===== src/rtl/vec_cons_shifter.sv =====
// vec_cons_shifter: registered vector of DEPTH elements updated by per-beat
// cons/snoc/rotate/clear operations. The vector is offered downstream once it is full.
//
// state | meaning
// FILL  | accepting input beats; the vector is not offered downstream
// HOLD  | vector full; offered on vec_out until the consumer takes it
module vec_cons_shifter #(
  parameter int ELEM_W        = 8,
  parameter int DEPTH         = 16,
  parameter int IN_N          = 2,
  parameter int CNT_W         = 16,
  parameter int FLUSH_ON_READ = 1
) (
  input  logic                       clk,
  input  logic                       rst,
  input  logic                       in_valid,
  output logic                       in_ready,
  input  logic [1:0]                 in_op,
  input  logic [$clog2(IN_N+1)-1:0]  in_count,
  input  logic [IN_N*ELEM_W-1:0]     in_data,
  output logic                       out_valid,
  input  logic                       out_ready,
  output logic [DEPTH*ELEM_W-1:0]    vec_out,
  output logic [$clog2(DEPTH+1)-1:0] level,
  output logic [CNT_W-1:0]           drop_cnt
);

  localparam int LW = $clog2(DEPTH+1);
  localparam int DW = CNT_W + 1;

  localparam logic [1:0] OP_CONS  = 2'b00;
  localparam logic [1:0] OP_SNOC  = 2'b01;
  localparam logic [1:0] OP_ROTL  = 2'b10;
  localparam logic [1:0] OP_CLEAR = 2'b11;

  typedef enum logic {FILL, HOLD} state_e;

  state_e            state;
  logic [ELEM_W-1:0] vec_q   [DEPTH];
  logic [ELEM_W-1:0] vec_nxt [DEPTH];
  logic [ELEM_W-1:0] in_elem [IN_N];
  logic [LW-1:0]     lvl_nxt;
  logic [CNT_W-1:0]  drop_nxt;
  logic [DW-1:0]     drop_sum;
  logic              to_hold;
  int                k;
  int                lvl_sum;
  int                over;

  // Unpack the input beat into elements.
  always_comb begin
    for (int j = 0; j < IN_N; j++) begin
      in_elem[j] = in_data[j*ELEM_W +: ELEM_W];
    end
  end

  // Present the vector with element 0 in the most significant slot.
  always_comb begin
    vec_out = '0;
    for (int i = 0; i < DEPTH; i++) begin
      vec_out[(DEPTH-i)*ELEM_W-1 -: ELEM_W] = vec_q[i];
    end
  end

  // Next vector, level and drop count for an accepted beat.
  always_comb begin
    for (int i = 0; i < DEPTH; i++) begin
      vec_nxt[i] = vec_q[i];
    end
    lvl_nxt  = level;
    drop_nxt = drop_cnt;
    to_hold  = 1'b0;
    // oversize counts saturate to the port width
    k        = (int'(in_count) > IN_N) ? IN_N : int'(in_count);
    lvl_sum  = int'(level) + k;
    over     = (lvl_sum > DEPTH) ? (lvl_sum - DEPTH) : 0;
    drop_sum = {1'b0, drop_cnt} + DW'(over);

    case (in_op)
      OP_CONS: begin
        if (k > 0) begin
          for (int i = 0; i < DEPTH; i++) begin
            vec_nxt[i] = (i >= k) ? vec_q[i-k] : '0;
          end
          for (int j = 0; j < IN_N; j++) begin
            if (j < k) vec_nxt[j] = in_elem[j];
          end
        end
      end
      OP_SNOC: begin
        if (k > 0) begin
          for (int i = 0; i < DEPTH; i++) begin
            vec_nxt[i] = (i < DEPTH - k) ? vec_q[i+k] : '0;
          end
          for (int j = 0; j < IN_N; j++) begin
            if (j < k) vec_nxt[DEPTH-k+j] = in_elem[j];
          end
        end
      end
      OP_ROTL: begin
        // k never exceeds DEPTH, so one conditional subtract replaces the modulo
        for (int i = 0; i < DEPTH; i++) begin
          vec_nxt[i] = vec_q[(i + k >= DEPTH) ? (i + k - DEPTH) : (i + k)];
        end
      end
      default: begin
        for (int i = 0; i < DEPTH; i++) begin
          vec_nxt[i] = '0;
        end
        lvl_nxt  = '0;
        drop_nxt = '0;
      end
    endcase

    // level and drop accounting shared by CONS and SNOC
    if ((in_op == OP_CONS || in_op == OP_SNOC) && k > 0) begin
      lvl_nxt  = LW'((lvl_sum > DEPTH) ? DEPTH : lvl_sum);
      drop_nxt = drop_sum[CNT_W] ? {CNT_W{1'b1}} : drop_sum[CNT_W-1:0];
      // a beat that also overflows still lands on a full vector
      to_hold  = (lvl_sum >= DEPTH);
    end
  end

  // Control FSM and storage; handshake outputs are registered.
  always_ff @(posedge clk or negedge rst) begin
    if (!rst) begin
      state     <= FILL;
      in_ready  <= 1'b0;
      out_valid <= 1'b0;
      level     <= '0;
      drop_cnt  <= '0;
      for (int i = 0; i < DEPTH; i++) begin
        vec_q[i] <= '0;
      end
    end else begin
      case (state)
        FILL: begin
          in_ready <= 1'b1;
          if (in_valid && in_ready) begin
            for (int i = 0; i < DEPTH; i++) begin
              vec_q[i] <= vec_nxt[i];
            end
            level    <= lvl_nxt;
            drop_cnt <= drop_nxt;
            if (to_hold) begin
              state     <= HOLD;
              in_ready  <= 1'b0;
              out_valid <= 1'b1;
            end
          end
        end
        HOLD: begin
          if (out_ready) begin
            state     <= FILL;
            out_valid <= 1'b0;
            in_ready  <= 1'b1;
            if (FLUSH_ON_READ != 0) begin
              level <= '0;
              for (int i = 0; i < DEPTH; i++) begin
                vec_q[i] <= '0;
              end
            end
          end
        end
        default: begin
          state     <= FILL;
          in_ready  <= 1'b0;
          out_valid <= 1'b0;
        end
      endcase
    end
  end

endmodule


===== config.mk =====
export PLATFORM = sky130hd
export DESIGN_NAME = vec_cons_shifter
export DESIGN_NICKNAME = d
export VERILOG_FILES = /design/src/rtl/vec_cons_shifter.sv
export SDC_FILE = /design/constraint.sdc
export NUM_CORES = 1
export LEC_CHECK = 0
export ABC_AREA = 1
export BUFFER_PORTS_ARGS = -buffer_cell sky130_fd_sc_hd__buf_2
export CORE_ASPECT_RATIO = 1.4
export CORE_MARGIN = 1.5
export CORE_UTILIZATION = 40
export CTS_CLUSTER_SIZE = 25
export DETAILED_ROUTE_END_ITERATION = 7
export GPL_TIMING_DRIVEN = 0
export PLACE_DENSITY = 0.61
export SLEW_MARGIN = 20
export SYNTH_ARGS = -nofsm -noshare
export SYNTH_HDL_FRONTEND = slang
export SYNTH_SLANG_ARGS = --single-unit

===== constraint.sdc =====
create_clock -name clk -period 7.35 [get_ports clk]
set_input_delay 1.1025 -clock clk [delete_from_list [all_inputs] [get_ports clk]]
set_output_delay 1.1025 -clock clk [all_outputs]
set_load 0.02 [all_outputs]

==> Yosys cells after proc, flatten, opt, wreduce, memory -nomap -nowiden <==
Index checks and enable logic that the tools add are counted.
{ "word_totals": {"reg_bits": 152, "in_bits": 24, "output_inout_bits": 151, "wordCells": 484} }
{ "classes": {"n_addsub": 52, "n_lt_le_gt_ge": 106, "eq_ne": 9, "muxes": 234, "bitwise": 51, "n_reduce_logical": 11} }
{ "op_table": {"columns": ["cell", "count"], "rows": [
  ["32-bit by 5-bit >= comparator with 1-bit output, second input constant", 50],
  ["32-bit inverter", 49],
  ["8-bit binary-select mux with 4-bit select", 48],
  ["8-bit two-way mux", 132],
  ["128-bit two-way mux", 8],
  ["32-bit two-way mux", 16],
  ["32-bit by 6-bit >= comparator with 1-bit output, second input constant", 15],
  ["32-bit by 6-bit subtractor with 32-bit output, second input constant", 15],
  ["128-bit case mux with 3 select lines", 1],
  ["128-bit bitwise mux", 2],
  ["128-bit case mux with 2 select lines", 1],
  ["8-bit demux with 4-bit select", 2],
  ["32-bit by 1-bit < comparator with 1-bit output, second input constant", 2],
  ["5-bit by 6-bit < comparator with 1-bit output, first input constant", 8],
  ["16-bit two-way mux", 3],
  ["4-bit by 2-bit adder with 5-bit output, first input constant", 8],
  ["4-bit by 2-bit subtractor with 5-bit output, first input constant", 8],
  ["4-bit by 2-bit >= comparator with 1-bit output, first input constant", 8],
  ["2-bit inverter with 32-bit output", 1],
  ["5-bit two-way mux", 5],
  ["4-bit by 6-bit < comparator with 1-bit output, first input constant", 4],
  ["16-bit by 17-bit adder with 17-bit output", 1],
  ["17-bit two-way mux", 1],
  ["3-bit by 2-bit adder with 4-bit output, first input constant", 4],
  ["other kinds (38)", 71]
]} }

==> Longest topological paths before layout <==
Gate-level depths: netlist of run 1.
{ "logic_depth": {"depth_word": 18, "mapped_depth": 27, "depth_no_buf": 25} }

==> Worst setup path before layout of run 1 <==
OpenSTA, ideal clock, no wires.
{ "synth_timing": {"path_kind": "input to register", "start": "in in_count[1]", "end": "reg drop_cnt[2]", "setup_time_ns": 0.117, "arrival_time_ns": 4.247, "required_time_ns": 7.233, "slack_ns": 2.986, "cell_stages": 23, "path_buffers": 2, "cell_sequence": "inv_2 -> buf_4 -> nand2_4 -> buf_6 -> inv_1 -> ha_1 -> fa_1 -> nor2_1 -> nor2_1 -> nor3_1 -> nand3_1 -> nand2_1 -> nor2_1 -> ha_1 -> fa_1 -> nand2_1 -> a21oi_1 -> nand2_1 -> nand2_1 -> a21oi_1 -> o21ai_0 -> nand2_1 -> nand2_1"} }
{ "synth_between": {"elab_chain_cells": 8, "word_cells_on_any_way": 13, "cone_classes": "add/sub: 3; order compare: 3; eq/ne: 1; mux: 4; reduce/logical: 2"} }
{ "synth_lines": {"columns": ["element", "line", "source"], "rows": [
  ["start, declared", "19", "input logic [$clog2(IN_N+1)-1:0] in_count,"],
  ["2-bit greater-than comparator", "74", "k = (int'(in_count) > IN_N) ? IN_N : int'(in_count);"],
  ["2-bit two-way mux (*)", "74", null],
  ["5-bit by 2-bit adder with 6-bit output", "75", "lvl_sum = int'(level) + k;"],
  ["6-bit by 5-bit subtractor with 7-bit output / 6-bit by 5-bit greater-than comparator with 1-bit output (equally long branches)", "76", "over = (lvl_sum > DEPTH) ? (lvl_sum - DEPTH) : 0;"],
  ["17-bit two-way mux", "76", null],
  ["16-bit by 17-bit adder with 17-bit output", "77", "drop_sum = {1'b0, drop_cnt} + DW'(over);"],
  ["16-bit two-way mux", "118", "drop_nxt = drop_sum[CNT_W] ? {CNT_W{1'b1}} : drop_sum[CNT_W-1:0];"],
  ["16-bit two-way mux", "116", "if ((in_op == OP_CONS || in_op == OP_SNOC) && k > 0) begin"],
  ["end signal, assigned", "144", "drop_cnt <= drop_nxt;"],
  ["end, declared", "25", "output logic [CNT_W-1:0] drop_cnt"]
]} }
Every way passes the cells marked *; elsewhere a longest branch is shown, timed or not.
A chain may end at the register's enable or synchronous reset.

==> Final worst setup path of run 1 <==
Ends and elaborated chain as after synthesis.

==> reports/results.md, run 1 <==
| Result | This run |
| --- | --- |
| Outcome | finished clean |
| Number of antenna-violating nets in the routed design | 0 |
| Width of the die | 142 um |
| Cells on worst reg2reg path | 18 |
| Switching Share | 0.424 |
| Setup TNS | 0 ns |
| Data arrival time of the critical path | 5.52 ns |
| Final GP Congestion | 1.02 |
| Leakage power figure | 6.55 nW |
| Post-detailed-route wirelength per cell | 27.7 um |
| Syn_area_per_cell | 6.78 um^2 |
| Number of synthesized flops with an enable pin | 0 |
| Number of pins with negative max-slew slack in the final report | 0 |
| Post-synthesis instance area | 10800 um^2 |
| Root Buffer Master | clkbuf_16 |
| Post-route DRC violation count | 0 |
| Total global routing track utilization | 0.433 |
| Initial detailed-routing violation count | 1670 |
| Peak ir drop on the vdd network | 0.193 mV |
| Worst-case headroom to the max-slew limit | 0.288 |
| Hold violation count in the final report | 0 |
| Number of violations of the max-capacitance limit | 0 |
| Via count | 13400 |
| Starting density of the core | 0.404 |
| Vias in the first global route | 13100 |
| Die Y | 197 um |
| Dominant synthesized flop cell | dfrtp_1 |
| Global-route wire length before repair | 86.7 mm |
| Count of mapped cells out of synthesis | 1593 |
| Synth warnings | 0 |
| Minimum setup slack among reg-to-reg paths | 3.30 ns |
| CP startpoint kind | input port |
| Total number of H-tree levels | 4 |
| Remaining global-route overflow | 0 |
| Most frequent cell after synthesis | nand2_1 |
| Num ports | 175 |
| Post-CTS Repair Setup Buffers | 0 |
| Fin cells | 2174 |
| Clock skew | 0.00837 ns |
| Pin count of the biggest net entering global routing | 92 |
| Register share of total power | 0.373 |
| Placeable core region | 26700 um^2 |
| Layout-stage area growth over the synthesis result | 18.5% |
| Type of the worst setup path | in2reg |
| Largest area contributor in the netlist | dfrtp_1 |
| Critical path launch point | in_count[1] |
| Final setup violation count | 0 |
| Fraction of post-synthesis cell area in the top cell type by area | 0.352 |
| Top post-synthesis cells by count | nand2_1 (392), o21ai_0 (231), nor2_1 (208) |
| Fill cell count | 2798 |
| Tightest Hold Check Type | reg2reg |
| Required time of the critical path | 7.72 ns |
| Overall routed net length | 60.2 mm |
| Ratio of final minimum period to clock period | 0.701 |
| Hold Path Origin | out_valid$_DFFE_PN0P_ |
| Antenna Diode Count | 0 |
| CTS tree | done |
| Part of the total power dissipated in the clock network | 0.304 |
| DR vias/cell | 6.16 |
| Cell Count Post-Placement | 2142 |
| Critical path capture point type | flop |
| RSZ-0062 raised after global routing | false |
| Critical R2R Launch | level[0]$_DFFE_PN0P_ |
| Post-layout nets | 1841 |
| Largest fanout of any net on the critical path | 10 |
| Fin crit period | 5.15 ns |
| Distinct cell type count of the synthesized netlist | 36 |
| Clock net sink count | 152 |
| Internal power contribution | 1.79 mW |
| Worst-Margin Slew | 1.07 ns |
| Total area of multi-input combinational cells | 6080 um^2 |
| CTS Hold Bufs | 0 |
| Max frequency | 194 MHz |
| Floorplan die area | 28000 um^2 |
| Clock latency on the worst-skew pair | 0.47 ns |
| Count of input and output buffers | 174 |
| Sequential standard cell area | 3800 um^2 |
| Rows | 71 |
| Post-synth ARST share | 1.00 |
| Total of flip-flops plus latches after synthesis | 152 |
| DP HPWL | 44.1 mm |
| Number of cells on the worst hold path | 2 |
| Share of total power in combinational logic | 0.323 |
| Post-cts resize count | 0 |
| Post-layout total power | 3.11 mW |
| Number of antenna violations at the first check in global routing | 0 |
| Total clock buffers created by CTS | 17 |
| Maximum clock path buffer count | 2 |
| Sw power | 1.32 mW |
| Register area share after synthesis | 0.352 |
| Clock transition time at the flip-flop clock pins of the worst setup and hold paths | 0.07 ns |
| Cells taking the most area after synthesis | dfrtp_1 (35%), nand2_1 (14%), o21ai_0 (11%) |
| Share of final-layout standard cells stronger than drive strength 1 | 0.147 |
| Power Dens Cells | 243 nW/um^2 |
| Final Core Density | 0.479 |
| Detailed-router iteration count before antenna repair | 6 |
## final timing paths
check	to
worst max-delay path	drop_cnt[2]$_DFFE_PN0P_
worst min-delay path	out_valid$_DFFE_PN0P_
worst max register to register	drop_cnt[2]$_DFFE_PN0P_
worst min register to register	out_valid$_DFFE_PN0P_
max in group asynchronous	vec_out[75]$_DFFE_PN0P_
min in group asynchronous	vec_out[38]$_DFFE_PN0P_
## metal layers
metal  global-route usage  vias to the layer above  part of all wire
met1                0.493                     6289              0.36
met5                    0                        -                 0
met2                0.691                      987              0.46
met4                0.334                        0             0.084
li1                     -                     5854                 -
met3                0.113                      271              0.10
## kinds of logic after synthesis
kind of cell,after synthesis,synth area share
AOI/OAI and AO/OA,516,0.282
xor gates and xnor gates,7,0.00567
adders and majority gates,21,0.0257
buffers and inverters,228,0.0883
DFF,152,0.352
other,1,0.000347
and+or+nand+nor,668,0.246
## metrics by stage
stage | hold WS [ns] | worst slack [ns] | area (um^2)
global placement | 0.464 | 1.75 | 12200
floorplan | 0.550 | 2.99 | 10800
finish | 0.485 | 2.20 | 12800
CTS | 0.486 | 2.23 | 12800
global route | 0.504 | 1.97 | 12800
detailed placement | 0.469 | 1.75 | 12200
## registers in the layout, indices dropped and copies added, names as in the netlist
| signal | flops |
|---|---|
| state | 1 |
| drop_cnt | 16 |
| in_ready | 1 |
| level | 5 |
| vec_out | 128 |
| out_valid | 1 |
## power groups by stage
stage	registers, mW	logic (mW)	clock network, mW
floorplan	1.22	0.461	0
global placement	1.16	0.963	0
detailed placement	1.16	0.967	0
CTS	1.15	0.970	0.944
global route	1.17	1.08	0.971
finish	1.16	1.00	0.945
## layout by cell type (no fill, tap or decap), drive strengths merged, types with 47 or more instances in the layout
master / count
a21oi: 54
buf: 215
clkbuf: 89
dfrtp: 152
inv: 123
nand2: 395
nor2: 213
o211ai: 62
o21ai: 283
o22ai: 47
## layout make-up
class / count / area share
repair buffers: 175 / 0.0709
plain buffers: 107 / 0.0391
clock buffers: 22 / 0.0355
well taps: 365 / 0.0357
flip-flops and latches: 152 / 0.297
inverters: 121 / 0.0355
multi-input cells: 1222 / 0.475
clock inverters: 10 / 0.0111
## worst max-delay path, stage by stage
cell	delay [ns]
buf_2	0.22
inv_2	0.06
buf_4	0.17
nand2_4	0.08
buf_6	0.17
inv_1	0.18
ha_1	0.25
fa_1	0.39
nor2_1	0.11
nor2_1	0.06
nor3_1	0.14
nand3_1	0.11
nand2_1	0.22
nor2_1	0.10
ha_1	0.22
fa_1	0.41
nand2_1	0.13
a21oi_1	0.15
nand2_1	0.09
nand2_1	0.09
a21oi_1	0.70
o21ai_0	0.20
nand2_1	0.10
nand2_1	0.05
(Power assumes the default switching activity.)
==> inputs of run 2 (changes only) <==
clock period = 4.8 ns   (was 7.35 ns; I/O delays follow)
==> reports/results.md, run 2 (synthesis gave the netlist of run 1 again) <==
| Result | This run |
| --- | --- |
| Outcome | finished clean |
| Clock latency on the worst-skew pair | 0.47 ns |
| Clock skew | 0.0106 ns |
| Clock transition time at the flip-flop clock pins of the worst setup and hold paths | 0.07 ns |
| Peak ir drop on the vdd network | 0.294 mV |
| Detailed-router iteration count before antenna repair | 6 |
| Data arrival time of the critical path | 4.87 ns |
| Num ports | 175 |
| Starting density of the core | 0.404 |
| Power Dens Cells | 371 nW/um^2 |
| Finished Cell Area | 12800 um^2 |
| Worst-case headroom to the max-slew limit | 0.275 |
| Post-route DRC violation count | 0 |
| Total global routing track utilization | 0.433 |
| Type of the worst setup path | in2reg |
| Ratio of final minimum period to clock period | 0.940 |
| Post-place setup slack | -0.417 ns |
| Via count | 13400 |
| Final GP Congestion | 1.02 |
| Maximum clock path buffer count | 2 |
| Highest-count cells in the layout ignoring fill and taps | nand2_1 (392), o21ai_0 (231), nor2_1 (208) |
| Placement Cell Area | 12200 um^2 |
| CTS tree | done |
| Worst-Margin Slew | 1.09 ns |
| Tightest Hold Check Type | in2async |
| Vias in the first global route | 13100 |
| Worst-case hold slack | 0.175 ns |
| Sequential standard cell area | 3800 um^2 |
| Required time of the critical path | 5.16 ns |
| Largest fanout of any net on the critical path | 10 |
| Layout-stage area growth over the synthesis result | 18.5% |
| Post-detailed-route wirelength per cell | 27.7 um |
| Floorplan die area | 28000 um^2 |
| Post-CTS Repair Setup Buffers | 0 |
| Final setup violation count | 0 |
| Fill cell count | 2796 |
| Remaining global-route overflow | 0 |
| Placeable core region | 26700 um^2 |
| Most common library cell in the layout ignoring fill and taps | nand2_1 |
| Number of antenna violations at the first check in global routing | 0 |
| Largest register FFs | 128 |
| Fin cells | 2174 |
| Post-layout total power | 4.76 mW |
| Die Y | 197 um |
| Leakage power figure | 6.55 nW |
| Global-route wire length before repair | 86.7 mm |
| Cell Count Post-Placement | 2142 |
| Number of violations of the max-capacitance limit | 0 |
| Rows | 71 |
| Fin crit period | 4.51 ns |
| Total clock buffers created by CTS | 17 |
| Antenna Diode Count | 0 |
| DR vias/cell | 6.16 |
| DP HPWL | 44.1 mm |
| Number of pins with negative max-slew slack in the final report | 0 |
| Final Core Density | 0.479 |
| Number of antenna-violating nets in the routed design | 0 |
| Total area of multi-input combinational cells | 6090 um^2 |
| Root Buffer Master | clkbuf_16 |
| Setup TNS | 0 ns |
| Total number of H-tree levels | 4 |
| Count of input and output buffers | 174 |
| Initial detailed-routing violation count | 1669 |
| Width of the die | 142 um |
| Hold violation count in the final report | 0 |
| Overall routed net length | 60.1 mm |
| RSZ-0062 raised after global routing | false |
| Share of final-layout standard cells stronger than drive strength 1 | 0.148 |
| PnR worst setup slack | 0.289 ns |
| CP startpoint kind | input port |
| Clock net sink count | 152 |
| Minimum setup slack among reg-to-reg paths | 1.02 ns |
| Max frequency | 222 MHz |
| Critical path capture point type | flop |
| Pin count of the biggest net entering global routing | 92 |
| Post-layout nets | 1841 |
==> run 2: repair_timing <==
action / 4_1_cts / 5_1_grt
hold buffers: 0 / 0
gates resized for setup: 0 / 1
setup endpoints to repair: 0 / 8
==> run 2: where the power goes <==
| group | internal, mW | switching (mW) | total (mW) |
|---|---|---|---|
| combinational | 0.455 | 1.08 | 1.54 |
| sequential | 1.45 | 0.323 | 1.78 |
| clock | 0.833 | 0.612 | 1.45 |
| total | 2.74 | 2.02 | 4.76 |
==> run 2: path summary, 6_finish.rpt <==
kind | from | endpoint | cells after the start
setup / recovery | in_count[1] | drop_cnt[2]$_DFFE_PN0P_ | 24
hold / removal | rst | vec_out[38]$_DFFE_PN0P_ | 1
setup reg to reg | level[0]$_DFFE_PN0P_ | drop_cnt[2]$_DFFE_PN0P_ | 18
hold reg to reg | out_valid$_DFFE_PN0P_ | out_valid$_DFFE_PN0P_ | 2
max in group asynchronous | rst | vec_out[75]$_DFFE_PN0P_ | 2
min in group clk | out_valid$_DFFE_PN0P_ | out_valid$_DFFE_PN0P_ | 2
==> run 2: per-layer routing <==
metal / up-vias / wire, um / part of all wire / GRT usage
li1: 5848 / - / - / -
met3: 270 / 5770 / 0.096 / 0.113
met2: 959 / 27800 / 0.46 / 0.691
met5: - / 0 / 0 / 0
met4: 0 / 4990 / 0.083 / 0.334
met1: 6316 / 21600 / 0.36 / 0.493
==> run 2: layout make-up <==
cell class              instances  share of cell area
flip-flops and latches        152               0.297
multi-input cells            1222               0.475
repair buffers                175              0.0709
plain buffers                 107              0.0391
clock inverters                10              0.0111
inverters                     121              0.0355
well taps                     365              0.0357
clock buffers                  22              0.0355
==> run 2: worst max-delay path: stages <==
cell     delay (ns)
buf_2          0.22
inv_2          0.06
buf_4          0.17
nand2_4        0.08
buf_6          0.17
inv_1          0.19
ha_1           0.25
fa_1           0.39
nor2_1         0.11
nor2_1         0.06
nor3_1         0.14
nand3_1        0.11
nand2_1        0.22
nor2_1         0.10
ha_1           0.22
fa_1           0.41
nand2_1        0.13
a21oi_1        0.15
nand2_1        0.09
nand2_1        0.10
a21oi_2        0.47
o21ai_0        0.17
nand2_1        0.09
nand2_1        0.05
